`src/rtl/counter_pkg.sv`:
```
// ============================================================================
// Module      : counter_pkg
// Description : Shared direction constants and parameter legality check for
//               the up/down counter family.
// Revision    : 1.0 - initial release
// ============================================================================
`default_nettype none

package counter_pkg;

   localparam logic DIR_UP = 1'b1;
   localparam logic DIR_DN = 1'b0;

   // True when WIDTH is 2..32 and MODULUS is 2..2**WIDTH.
   function automatic bit params_legal(input int width, input longint modulus);
      return (width >= 2) && (width <= 32) &&
             (modulus >= 2) && (modulus <= (longint'(1) << width));
   endfunction

endpackage

`default_nettype wire

```
`src/rtl/tff_cell.sv`:
```
// ============================================================================
// Module      : tff_cell
// Description : Single toggle flip-flop with synchronous parallel load.
// Revision    : 1.0 - initial release
// ============================================================================
`default_nettype none

module tff_cell (
   input  logic clk,
   input  logic reset,
   input  logic t,
   input  logic load_en,
   input  logic load_d,
   output logic q
);

   always_ff @(posedge clk or posedge reset) begin
      if (reset) begin
         q <= 1'b0;
      end else if (load_en) begin
         q <= load_d;
      end else if (t) begin
         q <= ~q;
      end
   end

endmodule

`default_nettype wire

```
`src/rtl/sync_updown_counter.sv`:
```
// ============================================================================
// Module      : sync_updown_counter
// Description : Modulo-N up/down counter built from a toggle-cell chain, with
//               clear, clamped load, terminal count and wrap pulse.
//               Define COUNTER_SATURATE_EN to saturate instead of wrapping.
// Revision    : 1.0 - initial release
// ============================================================================
`default_nettype none

module sync_updown_counter
   import counter_pkg::*;
#(
   parameter int     WIDTH   = 8,
   parameter longint MODULUS = longint'(1) << WIDTH
) (
   input  logic             clk,
   input  logic             reset,
   input  logic             enable,
   input  logic             up_dn,
   input  logic             clear,
   input  logic             load,
   input  logic [WIDTH-1:0] load_val,
   output logic [WIDTH-1:0] q,
   output logic             tc,
   output logic             wrap
);

   generate
      if (!params_legal(WIDTH, MODULUS)) begin : g_param_check
         $fatal(1, "sync_updown_counter: illegal WIDTH/MODULUS combination");
      end
   endgenerate

   localparam logic [WIDTH-1:0] c_max   = WIDTH'(MODULUS - 1);
   localparam logic [63:0]      c_mod64 = 64'(MODULUS);

   logic             w_up;
   logic             w_term;
   logic             w_count;
   logic             w_load_en;
   logic [WIDTH-1:0] w_load_d;
   logic [WIDTH-1:0] w_clamped;
   logic [WIDTH-1:0] w_ones;
   logic [WIDTH-1:0] w_zeros;
   logic [WIDTH-1:0] w_t;

   assign w_up    = (up_dn == DIR_UP);
   assign w_term  = enable & (w_up ? (q == c_max) : (q == '0));
   assign tc      = w_term;
   assign w_count = enable & ~clear & ~load;

   assign w_clamped = (64'(load_val) >= c_mod64) ? c_max : load_val;

   // Terminal count overrides the chain so non-power-of-two moduli wrap correctly.
   assign w_load_en = clear | load | w_term;

   always_comb begin
      w_load_d = '0;
      if (clear) begin
         w_load_d = '0;
      end else if (load) begin
         w_load_d = w_clamped;
      end else begin
`ifdef COUNTER_SATURATE_EN
         w_load_d = q;
`else
         w_load_d = w_up ? '0 : c_max;
`endif
      end
   end

   generate
      for (genvar i = 0; i < WIDTH; i++) begin : g_bit
         if (i == 0) begin : g_lsb
            assign w_ones[i]  = 1'b1;
            assign w_zeros[i] = 1'b1;
         end else begin : g_upper
            assign w_ones[i]  = w_ones[i-1]  &  q[i-1];
            assign w_zeros[i] = w_zeros[i-1] & ~q[i-1];
         end

         assign w_t[i] = w_count & (w_up ? w_ones[i] : w_zeros[i]);

         tff_cell u_cell (
            .clk     (clk),
            .reset   (reset),
            .t       (w_t[i]),
            .load_en (w_load_en),
            .load_d  (w_load_d[i]),
            .q       (q[i])
         );
      end
   endgenerate

`ifdef COUNTER_SATURATE_EN
   assign wrap = 1'b0;
`else
   logic r_wrap;

   always_ff @(posedge clk or posedge reset) begin
      if (reset) begin
         r_wrap <= 1'b0;
      end else begin
         r_wrap <= w_term & ~clear & ~load;
      end
   end

   assign wrap = r_wrap;
`endif

endmodule

`default_nettype wire

```
`config.mk`:
```
export PLATFORM = sky130hd
export DESIGN_NAME = sync_updown_counter
export DESIGN_NICKNAME = d
export VERILOG_FILES = /design/src/rtl/counter_pkg.sv /design/src/rtl/tff_cell.sv /design/src/rtl/sync_updown_counter.sv
export SDC_FILE = /design/constraint.sdc
export NUM_CORES = 1
export LEC_CHECK = 0
export BUFFER_PORTS_ARGS = -buffer_cell sky130_fd_sc_hd__clkbuf_2
export CAP_MARGIN = 10
export CORE_MARGIN = 2
export CORE_UTILIZATION = 45
export CTS_CLUSTER_SIZE = 30
export DETAILED_ROUTE_END_ITERATION = 12
export PLACE_DENSITY = 0.72
export SYNTH_ARGS = -nofsm -noshare
export SYNTH_HDL_FRONTEND = slang
export SYNTH_SLANG_ARGS = --single-unit
```
`constraint.sdc`:
```
create_clock -name clk -period 3 [get_ports clk]
set_input_delay 0.3 -clock clk [delete_from_list [all_inputs] [get_ports clk]]
set_output_delay 0.3 -clock clk [all_outputs]
set_load 0.01 [all_outputs]
```
# After elaboration in Yosys (flattened, before gate mapping)
# Cells that the tools add are included.
# word_totals
register_bits	9
input_bits	14
# op_classes
eq_ne	1
mux	27
n_bitwise	36
n_reduce_logical	9
# op_table
op	n
$and A1 B1 Y1	24
$mux W1	24
$mux W8	3
$reduce_bool A2 Y1	8
$not A1 Y1	10
$eq A8 B8 Y1 const B	1
$logic_not A8 Y1	1
$or A1 B1 Y1	2

# Depth between registers and ports, before layout
# Gate-level depths: netlist of run 1.
# depth
word_depth	11
depth_mapped	7

# By module
# A second synthesis of run 1 with hierarchy kept.
# unflattened
cells_unflattened	100
area_unflattened_um2	718.2
# by_module_without_submodules
module	n_inst	cells_per_inst	area_per_inst_um2	seq_area_each_um2
tff_cell	8	5	46.3	25.0
sync_updown_counter	1	60	347.8	25.0

# Least setup slack after synthesis of run 1
# No wires, ideal clock.
# synth_path
kind	register to register
from	register g_bit[0].u_cell.q
to	register g_bit[5].u_cell.q
arrival_ns	1.889
required_ns	2.875
path_slack_ns	0.986
stages_incl_launch_ff	8
path_buffers	1
period_less_slack_ns	2.014
cell_sequence	dfrtp_1 > buf_6 > or4_4 > nor3_2 > o211ai_2 > inv_2 > or3_4 > mux2_4
# synth_rtl
element	line_no	rtl
start, declared	tff_cell.sv:14	output logic q
start signal, assigned	tff_cell.sv:21	q <= load_d;
start signal, assigned	tff_cell.sv:23	q <= ~q;
$eq A8 B8 Y1 / $logic_not A8 Y1 (equally long branches)	sync_updown_counter.sv:48	assign w_term = enable & (w_up ? (q == c_max) : (q == '0));
$mux W1 *	sync_updown_counter.sv:48	
$and A1 B1 Y1 *	sync_updown_counter.sv:48	
net tc	sync_updown_counter.sv:24	output logic tc,
$or A1 B1 Y1 *	sync_updown_counter.sv:55	assign w_load_en = clear | load | w_term;
$mux W1 / $reduce_bool A2 Y1 (equally long branches)	--	
end signal, assigned	tff_cell.sv:21	
end signal, assigned	tff_cell.sv:23	
end, declared	tff_cell.sv:14	
# Mark *: on every way through the listed nets, which the timed path passes. The rest lies on a longest branch.
# A chain may end at the register's enable or synchronous reset.

# Worst setup path in the final report of run 1
# layout_path
from	register g_bit[0].u_cell.q
to	output port tc
# layout_between
elab_chain_cells	3
# layout_lines
element	line_no
$eq A8 B8 Y1 / $logic_not A8 Y1 (equally long branches)	sync_updown_counter.sv:48
$mux W1 *	sync_updown_counter.sv:48
$and A1 B1 Y1 *	sync_updown_counter.sv:48
end, declared	sync_updown_counter.sv:24
# Mark *: on every way between the ends. The rest lies on a longest branch, timed or not.

==> flow_summary_export.csv, run 1 <==
group,metric,value,unit
power,power_density,375.5,nW/µm²
clock_network,htree_levels,1,
synthesis,syn_area,765.7,µm²
grt,grt_pass1_wl,2470,µm
floorplanning,die_x,45.25,µm
place,place_ws,0.9332,ns
clock_network,cts_tree,"done",
layout,nFillCells,150,
power,p_clk_frac,0.292,
floorplanning,die_h,45.25,µm
clock_network,insertion_delay,0.26,ns
drt,drc,0,
floorplanning,boundaryPins,24,
sta,slew_violations,0,
grt,grt-ovfl-total,0,
power,power_leakage,0.4237,nW
layout,n_antenna_cell,0,
clock_network,cts_setup_buffers,0,
synthesis,synth_area_leader_cell,"dfrtp_1",
sta,fin_crit_sh,0.7361,
grt,first_global_vias,559,
sta,slew_headroom,0.6776,
critical_path,path_max_fanout,8,
drt,viasPerCell,5.667,
clock_network,cts_inserted_buffers,3,
clock_network,cts.path.max_buffers,2,
sta,hold_viol_final,0,
critical_path,crit_path_max_incr_delay,0.59,ns
synthesis,synth_cell_types,34,
power,pwr-share-seq,0.449,
synthesis,yosysTopAreaCellShare,0.2941,
sta,max_freq,452.8,MHz
drt,first_pass_iters,4,
sta,setup_violations,0,
sta,tightestPinTransition,0.4817,ns
sta,rsz0062_at_grt,"no",
clock_network,ctsRootBufferMaster,"clkbuf_4",
critical_path,path_class,"reg -> out",
power,ir_worst_vdd,308.6,µV
clock_network,cts_sinks,9,
layout,layout-drive-gt1-share,0.3762,
grt,grt_max_degree,15,
power,pwr-share-comb,0.259,
critical_path,crit_required,2.70,ns
sta,tns,0,ns
drt,ant_nets,0,
worst_hold_path,min_path_type,"in -> reg",
critical_path,cp_cell_sequence,"or4_4 -> nor3_2 -> o211ai_2 -> inv_2 -> clkbuf_2",
floorplanning,dieArea,2048,µm²
critical_path,startpoint_type,"flop",
place,place_hpwl,1203,µm
grt,grt_antenna_before_repair,0,
critical_path,slowest_stage,"or4_4",
drt,via_count,663,
sta,period_minus_slack,2.208,ns
synthesis,synthTopCellsByArea,"dfrtp_1 (29%), buf_4 (7.8%), mux2_4 (5.9%)",
drt,avgRoutedWirePerCell,13.12,µm
synthesis,yosysSeqAreaShare,0.2941,
synthesis,synth_cells,86,
synthesis,synth_nets,100,
critical_path,worstPathBufferInverterCount,2,
place,gp_congestion,0.8236,
critical_path,rrSetupSlack,0.94,ns
floorplanning,core,1559,µm²
layout,final_nets,116,
critical_path,path_delay_family,"simple AND/OR/NAND/NOR gates",
synthesis,ys_warn_count,0,
synthesis,synth_seq_cells,9,
clock_network,cts_resized,0,
place,portBuffers,23,
floorplanning,start_util,0.4912,
clock_network,clk_pin_slew,0.06,ns
critical_path,critPathArrivalTime,1.91,ns
sta,skew,0.003537,ns
clock_network,ctsHoldBuffers,1,
power,internal-power,223.4,µW
layout,syn_to_final_growth,10.95,%
drt,drt_iter0_markers,11,
drt,drt-total-wl,1535,µm
job,drv_cap,0,
power,power.switching,95.63,µW
grt,grt.total_usage,0.1715,
floorplanning,rows,14,
power,total_power,319.0,µW
sta,layout_setup_ws,0.7917,ns
synthesis,post_synth.cell_area_avg,8.904,µm²
power,netSwitchingFraction,0.2997,
critical_path,cp-end-kind,"output pin",
outcome,status,"complete, no violations",
## layer usage
| metal | up-vias | wire length, µm | part of all wire | track usage |
|---|---|---|---|---|
| li1 | 329 | - | - | - |
| met1 | 303 | 678 | 0.44 | 0.2157 |
| met2 | 29 | 724 | 0.47 | 0.2629 |
| met3 | 2 | 120 | 0.078 | 0.07600 |
| met4 | 0 | 10 | 0.0065 | 0.05294 |
| met5 | - | 0 | 0 | 0 |
## layout by cell type, fill, tap and decap left out, types with 3 or more instances in the layout
cell type,netlist,final
clkbuf_2,1,23
dfrtp_1,9,9
a21oi_1,8,8
nor2_1,7,7
nand2_1,5,5
xnor2_1,5,5
xor2_1,5,5
mux2_4,3,3
a22o_1,3,3
clkbuf_4,0,3
## tightest hold or removal path: cells and delay by family
family,cells,cell delay (ns)
buf+inv,1,0.08
compound gates,1,0.05
simple gates,1,0.05
## cell type report
cell class                      count  area [µm²]  share of cell area
Clock buffer                        4       26.28             0.03093
Inverter                            3       11.26             0.01325
Multi-Input combinational cell     61       441.7              0.5199
Sequential cell                     9       225.2              0.2651
Tap cell                           16       20.02             0.02356
Timing Repair Buffer               24       125.1              0.1473
## logic make-up (layout without fill, tap and decap cells)
| logic type | Yosys count | count (layout) | share of synthesized area |
|---|---|---|---|
| xor+xnor | 10 | 10 | 0.1144 |
| simple gates | 31 | 31 | 0.2467 |
| flops | 9 | 9 | 0.2941 |
| buf+inv | 16 | 31 | 0.1291 |
| compound gates | 17 | 17 | 0.1569 |
| mux | 3 | 3 | 0.05882 |
## registers in the layout, summed over array words and instances (netlist names)
register,count
g_bit.u_cell.q,8
wrap,1
## path summary, 6_finish.rpt
check | from | to | depth (start not counted)
max in group asynchronous | reset | g_bit[2].u_cell.q | 3
min in group asynchronous | reset | g_bit[7].u_cell.q | 3
min | load_val[0] | g_bit[0].u_cell.q | 3
min reg2reg | g_bit[2].u_cell.q | g_bit[2].u_cell.q | 3
max | g_bit[0].u_cell.q | tc | 5
max reg2reg | g_bit[0].u_cell.q | g_bit[5].u_cell.q | 6
## cell usage after synthesis (all sizes together)
master	n
a2bb2oi	1
nand3	2
nand4	2
mux2	3
nand2	5
clkbuf	4
or4b	1
a22o	3
or3b	1
or4	3
nor2b	2
xor2	5
nand2b	1
a21oi	9
o211ai	1
nor4bb	1
o21ai	1
dfrtp	9
xnor2	5
or3	3
a41oi	1
buf	9
nor2	7
inv	3
and4	1
nor3	2
a21bo	1
## power by group through the flow
stage / logic (mW) / clock network [mW] / registers (mW)
finish: 0.0826 / 0.0933 / 0.143
global route: 0.0919 / 0.105 / 0.145
CTS: 0.0835 / 0.0968 / 0.143
detailed placement: 0.0822 / 0 / 0.145
global placement: 0.0818 / 0 / 0.145
floorplan: 0.0737 / 0 / 0.140
## through the flow
| step | area, µm² | utilization | hold slack (ns) | instances |
|---|---|---|---|---|
| after floorplan | 765.7 | - | 0.1279 | 86 |
| after global placement | 813.3 | 0.5217 | 0.2603 | 112 |
| after detailed placement | 813.3 | 0.5217 | 0.2658 | 112 |
| after CTS | 849.6 | 0.5449 | 0.2519 | 117 |
| after global routing | 849.6 | 0.5449 | 0.2800 | 117 |
| final | 849.6 | 0.5449 | 0.2567 | 117 |
Power figures use the tool's default switching activity.
==> run 2: changes to the inputs <==
clock period = 2.25 ns   (was 3 ns; I/O delays follow)
==> run 2 against run 1 <==
  * Wire length rose by 7.9%
  * Power rose by 38%
  * Clock-buffer cell count did not move
  * Setup slack got worse by 0.63 ns
  * Non-clock buffer count rose by 4
  * Critical path type unchanged
  * Largest power group unchanged
  * Highest routed layer unchanged
==> flow_summary_export.csv, run 2 (synthesis results as in run 1) <==
group,metric,value,unit
sta,slew_violations,0,
clock_network,ctsRootBufferMaster,"clkbuf_4",
sta,tightestPinTransition,0.4296,ns
floorplanning,rows,14,
sta,rsz0062_at_grt,"no",
sta,max_freq,477.9,MHz
layout,layout-drive-gt1-share,0.4000,
clock_network,clk_pin_slew,0.07,ns
critical_path,r2r-start,"g_bit[4].u_cell.q",
layout,final_nets,120,
critical_path,path_max_fanout,8,
power,power_leakage,0.4434,nW
drt,avgRoutedWirePerCell,13.69,µm
grt,grt_max_degree,13,
clock_network,cts_setup_buffers,0,
layout,largest_reg_flops,8,
place,dp_cells,116,
layout,largest-register,"g_bit.u_cell.q",
clock_network,cts_tree,"done",
drt,ant_nets,0,
floorplanning,die_x,45.25,µm
power,power_density,499.7,nW/µm²
sta,fin_crit_sh,0.9301,
floorplanning,boundaryPins,24,
layout,syn_to_final_growth,14.87,%
critical_path,startpoint_type,"flop",
drt,via_count,662,
layout,final_common_cell,"clkbuf_2",
layout,n_antenna_cell,0,
critical_path,crit_required,2.03,ns
grt,grt_antenna_before_repair,0,
power,total_power,439.5,µW
drt,first_pass_iters,4,
sta,tns,0,ns
critical_path,critPathArrivalTime,1.87,ns
job,drv_cap,0,
sta,skew,0.002972,ns
critical_path,path_class,"reg -> out",
drt,drc,0,
worst_hold_path,min_from,"load_val[1]",
sta,setup_violations,0,
layout,stdcell_count,121,
clock_network,insertion_delay,0.26,ns
drt,drt_iter0_markers,10,
power,ir_worst_vdd,351.8,µV
sta,layout_setup_ws,0.1574,ns
layout,final_cell_mix,"clkbuf_2 (23), dfrtp_1 (9), a21oi_1 (8)",
clock_network,ctsHoldBuffers,1,
layout,nFillCells,146,
grt,grt_pass1_wl,2711,µm
sta,hold_viol_final,0,
worst_hold_path,min_path_type,"in -> reg",
clock_network,cts_sinks,9,
outcome,status,"complete, no violations",
floorplanning,core,1559,µm²
clock_network,cts.path.max_buffers,2,
sta,slew_headroom,0.7125,
critical_path,crit_path_start,"g_bit[4].u_cell.q",
clock_network,htree_levels,1,
layout,finish.utilization,0.5642,
drt,viasPerCell,5.471,
floorplanning,die_h,45.25,µm
clock_network,cts_inserted_buffers,3,
clock_network,cts_resized,0,
place,gp_congestion,0.8138,
grt,grt.total_usage,0.1891,
critical_path,cp-end-kind,"output pin",
place,portBuffers,23,
drt,drt-total-wl,1656,µm
floorplanning,dieArea,2048,µm²
place,place_hpwl,1227,µm
grt,first_global_vias,597,
place,place_ws,0.2189,ns
grt,grt-ovfl-total,0,
sta,period_minus_slack,2.093,ns
floorplanning,start_util,0.4912,
-- run 2: cell types whose count changed in the layout (fill, tap and decap cells not counted), sizes merged --
cell	before	now
buf	0	4
-- run 2: cell type report --
| cell class | count | area [µm²] | share of cell area |
|---|---|---|---|
| inverter | 3 | 11.26 | 0.01280 |
| tap | 16 | 20.02 | 0.02276 |
| clock buffer | 4 | 26.28 | 0.02987 |
| multi-input combinational | 61 | 441.7 | 0.5021 |
| sequential | 9 | 225.2 | 0.2560 |
| timing repair buffer | 28 | 155.1 | 0.1764 |
-- run 2: worst max-delay path: stages, from the launching register on --
cell and delay (ns):
dfrtp_1 0.47, or4_1 0.56, nor3_2 0.16, o211ai_2 0.18, inv_2 0.11, clkbuf_2 0.13
-- run 2: worst paths after layout --
kind,to,slack [ns],cells after the start
min reg2reg,g_bit[2].u_cell.q,0.72,3
max in group asynchronous,g_bit[5].u_cell.q,1.50,3
max reg2reg,g_bit[6].u_cell.q,0.22,6
min in group asynchronous,g_bit[2].u_cell.q,0.47,3
min,g_bit[1].u_cell.q,0.18,3
max,tc,0.16,5
-- run 2: metrics by stage --
| stage | area [µm²] | hold WS, ns |
|---|---|---|
| 5_1_grt | 879.6 | 0.1881 |
| 6_report | 879.6 | 0.1778 |
| 3_3_place_gp | 843.3 | 0.1955 |
| 3_5_place_dp | 843.3 | 0.1962 |
| 4_1_cts | 879.6 | 0.1790 |
| 2_1_floorplan | 765.7 | 0.05292 |
-- run 2: report_power, final --
part	switching [mW]	internal, mW
clock	0.0619	0.0686
combinational	0.0586	0.0617
sequential	0.0159	0.173
total	0.136	0.303
-- run 2: metal layers --
| layer | part of all wire | track usage | vias to the layer above |
|---|---|---|---|
| met5 | 0 | 0 | - |
| met3 | 0.063 | 0.03600 | 4 |
| li1 | - | - | 334 |
| met4 | 0.016 | 0.08824 | 0 |
| met1 | 0.50 | 0.2537 | 299 |
| met2 | 0.42 | 0.2914 | 25 |
